--- config.mk ---
export PLATFORM = sky130hd
export DESIGN_NAME = pipeline_reg
export DESIGN_NICKNAME = d
export VERILOG_FILES = /design/src/rtl/aes_pkg.sv /design/src/rtl/pipeline_stage.sv /design/src/rtl/pipeline_reg.sv
export SDC_FILE = /design/constraint.sdc
export NUM_CORES = 1
export LEC_CHECK = 0
export CORE_MARGIN = 3
export CORE_UTILIZATION = 35
export DETAILED_ROUTE_END_ITERATION = 10
export HOLD_SLACK_MARGIN = 0.08
export PLACE_DENSITY_LB_ADDON = 0.2
export SLEW_MARGIN = 15
export SYNTH_ARGS = -nofsm -noshare
export SYNTH_HDL_FRONTEND = slang
export SYNTH_SLANG_ARGS = --single-unit
--- constraint.sdc ---
create_clock -name clk -period 0.8 [get_ports clk]
set_input_delay 0.16 -clock clk [delete_from_list [all_inputs] [get_ports clk]]
set_output_delay 0.16 -clock clk [all_outputs]
set_load 0.1 [all_outputs]
--- src/rtl/aes_pkg.sv ---
// Shared AES datapath types and pipeline-depth limits.
// Used by pipeline_stage and pipeline_reg.
package aes_pkg;

    // One AES state block is 128 bits wide.
    localparam int AES_STATE_W = 128;

    typedef logic [AES_STATE_W-1:0] aes_state_t;

    // The register slice supports between 1 and 16 cascaded stages.
    localparam int PIPE_DEPTH_MIN = 1;
    localparam int PIPE_DEPTH_MAX = 16;

    // Width of a counter that can hold any legal depth value, 0..PIPE_DEPTH_MAX.
    localparam int PIPE_DEPTH_CNT_W = $clog2(PIPE_DEPTH_MAX + 1);

    // True when the requested stage count is supported.
    function automatic bit pipe_depth_ok(input int depth);
        return (depth >= PIPE_DEPTH_MIN) && (depth <= PIPE_DEPTH_MAX);
    endfunction

    // True when the requested data width is usable.
    function automatic bit pipe_width_ok(input int width);
        return width >= 1;
    endfunction

endpackage : aes_pkg

--- src/rtl/pipeline_stage.sv ---
// One register stage of the AES datapath pipeline: a single flop bank with
// an asynchronous, active-low reset to a configurable value. No enable, so
// every rising clock edge captures the input word.
module pipeline_stage
    import aes_pkg::*;
#(
    parameter int               WIDTH       = AES_STATE_W,
    parameter logic [WIDTH-1:0] RESET_VALUE = '0
) (
    input  logic             clk,
    input  logic             reset_n,
    input  logic [WIDTH-1:0] d,
    output logic [WIDTH-1:0] q
);

    logic [WIDTH-1:0] data_d;
    logic [WIDTH-1:0] data_q;

    // Next-state value: the incoming word, bit for bit.
    always_comb begin
        data_d = d;
    end

    // Capture the word on every rising edge; clear to RESET_VALUE at once when reset_n falls.
    // NOTE: the flop bank uses non-blocking assignments, so all stages sample their
    // inputs before any of them updates and a word moves exactly one stage per edge.
    // NOTE: every stage is reset (not only the last one) so words in flight are discarded
    // and q cannot show stale data from before reset once the pipe refills.
    always_ff @(posedge clk or negedge reset_n) begin
        if (!reset_n) begin
            data_q <= RESET_VALUE;
        end else begin
            data_q <= data_d;
        end
    end

    // The output is the flop itself, with no logic in between.
    assign q = data_q;

endmodule : pipeline_stage

--- src/rtl/pipeline_reg.sv ---
// Register slice placed between AES round stages to break long combinational
// paths. DEPTH cascaded pipeline_stage instances delay d by DEPTH clock edges;
// there is no handshake, so the pipe advances on every rising edge.
//
// Optional build macro PIPELINE_REG_ASSERT_EN compiles in SVA checks for the
// reset value, X-freedom and the DEPTH-cycle latency. The datapath is the same
// with or without the macro.
module pipeline_reg
    import aes_pkg::*;
#(
    parameter int               WIDTH       = AES_STATE_W,
    parameter int               DEPTH       = 1,
    parameter logic [WIDTH-1:0] RESET_VALUE = '0
) (
    input  logic             clk,
    input  logic             reset_n,
    input  logic [WIDTH-1:0] d,
    output logic [WIDTH-1:0] q
);

    // ------------------------------------------------------------------
    // Elaboration-time parameter checks
    // ------------------------------------------------------------------
    if (!pipe_depth_ok(DEPTH)) begin : g_bad_depth
        $error("pipeline_reg: DEPTH=%0d is outside the legal range %0d..%0d",
               DEPTH, PIPE_DEPTH_MIN, PIPE_DEPTH_MAX);
    end

    if (!pipe_width_ok(WIDTH)) begin : g_bad_width
        $error("pipeline_reg: WIDTH=%0d must be at least 1", WIDTH);
    end

    // ------------------------------------------------------------------
    // Stage chain: stage_in[0] is the module input, and each later stage
    // takes the output of the stage before it.
    // ------------------------------------------------------------------
    logic [WIDTH-1:0] stage_in  [DEPTH];
    logic [WIDTH-1:0] stage_out [DEPTH];

    for (genvar i = 0; i < DEPTH; i++) begin : g_stage
        if (i == 0) begin : g_first
            assign stage_in[i] = d;
        end else begin : g_next
            assign stage_in[i] = stage_out[i-1];
        end

        pipeline_stage #(
            .WIDTH       (WIDTH),
            .RESET_VALUE (RESET_VALUE)
        ) u_stage (
            .clk     (clk),
            .reset_n (reset_n),
            .d       (stage_in[i]),
            .q       (stage_out[i])
        );
    end

    // The last stage drives q directly.
    assign q = stage_out[DEPTH-1];

`ifdef PIPELINE_REG_ASSERT_EN
    // ------------------------------------------------------------------
    // Checker state. It observes the pipe and does not drive it.
    // ------------------------------------------------------------------
    logic [PIPE_DEPTH_CNT_W-1:0] live_edges_d;
    logic [PIPE_DEPTH_CNT_W-1:0] live_edges_q;
    logic [DEPTH-1:0]            x_hist_d;
    logic [DEPTH-1:0]            x_hist_q;

    // Count the edges since reset release, saturating at DEPTH. Shift in one
    // X flag per edge so the last DEPTH samples of d are remembered.
    always_comb begin
        live_edges_d = live_edges_q;
        if (live_edges_q != PIPE_DEPTH_CNT_W'(DEPTH)) begin
            live_edges_d = live_edges_q + 1'b1;
        end
        x_hist_d = (x_hist_q << 1) | DEPTH'($isunknown(d));
    end

    // Checker flops. They share the datapath reset, so the history starts
    // clean when reset is released.
    always_ff @(posedge clk or negedge reset_n) begin
        if (!reset_n) begin
            live_edges_q <= '0;
            x_hist_q     <= '0;
        end else begin
            live_edges_q <= live_edges_d;
            x_hist_q     <= x_hist_d;
        end
    end

    // While reset is held, q must sit at RESET_VALUE.
    a_reset_value : assert property (
        @(posedge clk) !reset_n |-> (q == RESET_VALUE)
    ) else $error("pipeline_reg: q != RESET_VALUE during reset");

    // Out of reset, q carries no X unless an X entered on d within the last DEPTH edges.
    a_no_x : assert property (
        @(posedge clk) disable iff (!reset_n)
        (x_hist_q == '0) |-> !$isunknown(q)
    ) else $error("pipeline_reg: X on q without an X on d");

    // Once the pipe has refilled after reset, q is d delayed by DEPTH edges.
    a_latency : assert property (
        @(posedge clk) disable iff (!reset_n)
        (live_edges_q == PIPE_DEPTH_CNT_W'(DEPTH)) |-> (q === $past(d, DEPTH))
    ) else $error("pipeline_reg: q does not equal d delayed by DEPTH edges");
`endif

endmodule : pipeline_reg

==> results.cfg, run 1 <==
[run_status]
outcome = stopped before the end
haltStage = 4_1_cts
error_line = [ERROR DPL-0038] Utilization greater than 100%, impossible to legalize

[yosys]
yosys_warnings = 0
syn_area_um2 = 3200
syn_inst = 128
syn-num-nets = 258
ys_seq_elements = 128
syn_avg_cell_area_um2 = 25.0
yosys.cell_types.count = 1
synth-seq-area-share_pct = 100

[cts]
clockRootBuffer = clkbuf_8
postCtsHoldBufs = 66
clock_sinks = 128
post_cts_resize_count = 0
h-tree-depth = 4
cts_buffer_depth = 2
numCtsBuffers = 17
cts_setup_buffers = 0

[floorplanning]
die_h_um = 102
fp-row-count = 34
dieWidth_um = 102
io_pins = 258
initial_core_util_pct = 36.4

[place]
gp_congestion = 0.826
numPortBuffers = 257
place_area_um2 = 7730
-- logic make-up after synthesis --
kind of cell,after synthesis,share of synthesized area [%]
DFF,128,100
-- cell usage after synthesis --
master	instances	area, um2
dfrtp_1	128	3200
-- per-stage QoR --
stage                     util (%)  TNS [ps]  setup WS [ps]  instances  hold slack, ps
after global placement        87.8         0           1.45        497            43.5
after detailed placement      87.8     -28.2          -6.87        497            45.8
after floorplan                  -     -5.65          -5.65        128            -136
==> run 2: changes to the inputs <==
Settings changed: CORE_UTILIZATION 35 to 25, HOLD_SLACK_MARGIN 0.08 to not set, PLACE_DENSITY_LB_ADDON 0.2 to 0.15.
==> results.cfg, run 2 <==
[run_status]
outcome = complete, but fails checks
violations = setup timing

[finish]
syn2layout_area_growth_pct = 161
multi_input_area_um2 = 0
antenna_cells = 0
largest_register_ffs = 128
final_cell_mix = buf_12, clkdlybuf4s50_1, dfrtp_4
post_route_cells_drive_above_1_share_pct = 68.3
final_net_count = 538
final_area_um2 = 8370
final_common_cell = buf_12
multi_input_cells = 0
fillCellCount = 817
final_util_pct = 68.3

[global_routing]
antenna_found_initial = 0
grt.total_usage_pct = 15.0
grt_first_pass_wirelength_mm = 15.5
overflow = 0
grt_max_degree = 54
first_global_vias = 2589

[floorplanning]
fp-row-count = 40
initial_core_util_pct = 26.1
dieWidth_um = 119
io_pins = 258
coreArea_um2 = 12300
dieArea_um2 = 14200
die_h_um = 119

[worst_setup_path]
criticalPathCategory = flip-flop to primary output
startpoint = g_stage[0].u_stage.q[23]
setup.worst_path.end = q[23]
cp.buffers_inverters = 1
worstPathMaxFanout = 1
crit_cells = 1
cp_top_family = flip-flops
worstPathArrival_ps = 1060
slowest_delay_ps = 480
cp_slowest_cell = dfrtp_4
cp.required_ps = 640
crit_path_start_kind = flip-flop
crit_chain = buf_12
crit_path_end_kind = primary output

[sta]
period_minus_slack_ps = 1220
layout_setup_ws_ps = -421
final.period_utilization_pct = 153
tightest_slew_ps = 285
rsz0062_at_grt = true
tns_ps = -52400
setup_viol = 128
hold_violations = 0
drv_slew = 0
relSlewSlack_pct = 81.0
clock.fmax_ghz = 0.819

[yosys]
yosys.cell_types.count = 1
synthFlopType = dfrtp_1
synth_top_area_cell = dfrtp_1
synth_fa_ha_area_share_pct = 0
synth_mux_area_share_pct = 0
syn_area_um2 = 3200
async_reset_ff_share_pct = 100
syn-num-nets = 258
synth-seq-area-share_pct = 100
synth-simple-area-share_pct = 0
synth_most_common_cell = dfrtp_1
synth.top_cells.by_count = dfrtp_1
synth_xor_area_share_pct = 0
synth_edf_count = 0
ys_seq_elements = 128
syn_avg_cell_area_um2 = 25.0
synth_top_area_share_pct = 100
yosys_warnings = 0
synth-compound-area-share_pct = 0
netlist_top_cells_area = dfrtp_1
syn_inst = 128

[place]
numPortBuffers = 257
gp_congestion = 0.708
place_area_um2 = 7800
hpwl_mm = 7.86

[detailed_routing]
vias_per_cell = 3.77
routed_wl_mm = 9.96
vias = 2216
drc = 0
wire_per_inst_um = 16.9
first_iter_violations = 82
antenna_left = 0
dr.pass1.iters = 4

[cts]
numCtsBuffers = 17
cts_tree = done
path_clk_slew_ps = 50
h-tree-depth = 4
clock_sinks = 128
cts_setup_buffers = 0
cts_buffer_depth = 2
post_cts_resize_count = 0
clockRootBuffer = clkbuf_16

[worst_hold_path]
hold_class = primary input to flip-flop

[pwr]
p_sw_share_pct = 29.5
power_leakage_nw = 3.39
combPwrFrac_pct = 24.6
clock_power_share_pct = 37.3
switchingPower_mw = 5.66
power.total_mw = 19.2
ir_drop_mv = 1.73
pwr-share-seq_pct = 38.1
pwr_density_cell_nw_per_um2 = 2290
internal_power_mw = 13.5

[run]
drv_cap = 0
[run 2: worst min path at each step]
| stage | from | endpoint | cells past startpoint |
|---|---|---|---|
| 3_5_place_dp | reset_n | g_stage[0].u_stage.q[99] | 2 |
| 3_3_place_gp | reset_n | g_stage[0].u_stage.q[17] | 2 |
| 5_1_grt | d[106] | g_stage[0].u_stage.q[106] | 1 |
| 4_1_cts | d[21] | g_stage[0].u_stage.q[21] | 1 |
| 6_report | d[60] | g_stage[0].u_stage.q[60] | 1 |
| 2_1_floorplan | reset_n | g_stage[0].u_stage.q[0] | 0 |
[run 2: through the flow]
| stage | hold slack, ps | std cells | worst slack [ps] |
|---|---|---|---|
| floorplan | -136 | 128 | -5.65 |
| global placement | 169 | 556 | 7.84 |
| detailed placement | 170 | 556 | 0.0202 |
| CTS | 164 | 588 | -448 |
| global route | 161 | 588 | -463 |
| finish | 187 | 588 | -421 |
[run 2: routing by layer]
metal	GRT usage (%)	routed length (um)	share of wire, %	vias up
li1	-	-	-	961
met1	14.3	3020	30	1093
met2	25.7	5580	56	147
met3	9.02	1160	12	15
met4	6.44	184	1.8	0
met5	0	0	0	-
[run 2: logic make-up after synthesis]
family / after synthesis
DFF: 128
[run 2: layout make-up]
class	count	area, um2	share of cell area (%)
Sequential cell	128	3680	44.0
Clock buffer	26	509	6.08
Timing Repair Buffer	261	3920	46.8
Tap cell	168	210	2.51
Clock inverter	5	52.6	0.628
[run 2: repair_timing]
action / CTS / global route
gates cloned: 0 / 0
hold buffers: 1 / 0
endpoints found under the setup margin: 128 / 128
endpoints found under the hold margin: 128 / 0
[run 2: power groups by stage]
| stage | Clock, mW | Combinational [mW] | Sequential [mW] |
|---|---|---|---|
| floorplan | 0 | 0 | 9.75 |
| global placement | 0 | 4.74 | 7.42 |
| detailed placement | 0 | 4.76 | 7.44 |
| CTS | 7.40 | 4.78 | 7.30 |
| global route | 7.69 | 4.84 | 7.33 |
| finish | 7.16 | 4.73 | 7.30 |
(Power assumes the default switching activity.)
==> run 3: changes to the inputs <==
Settings changed: CAP_MARGIN set to 20, SLEW_MARGIN 15 to 5.
==> results of run 3 <==
No change in the layout: final DEF, timing and power equal those of run 2.
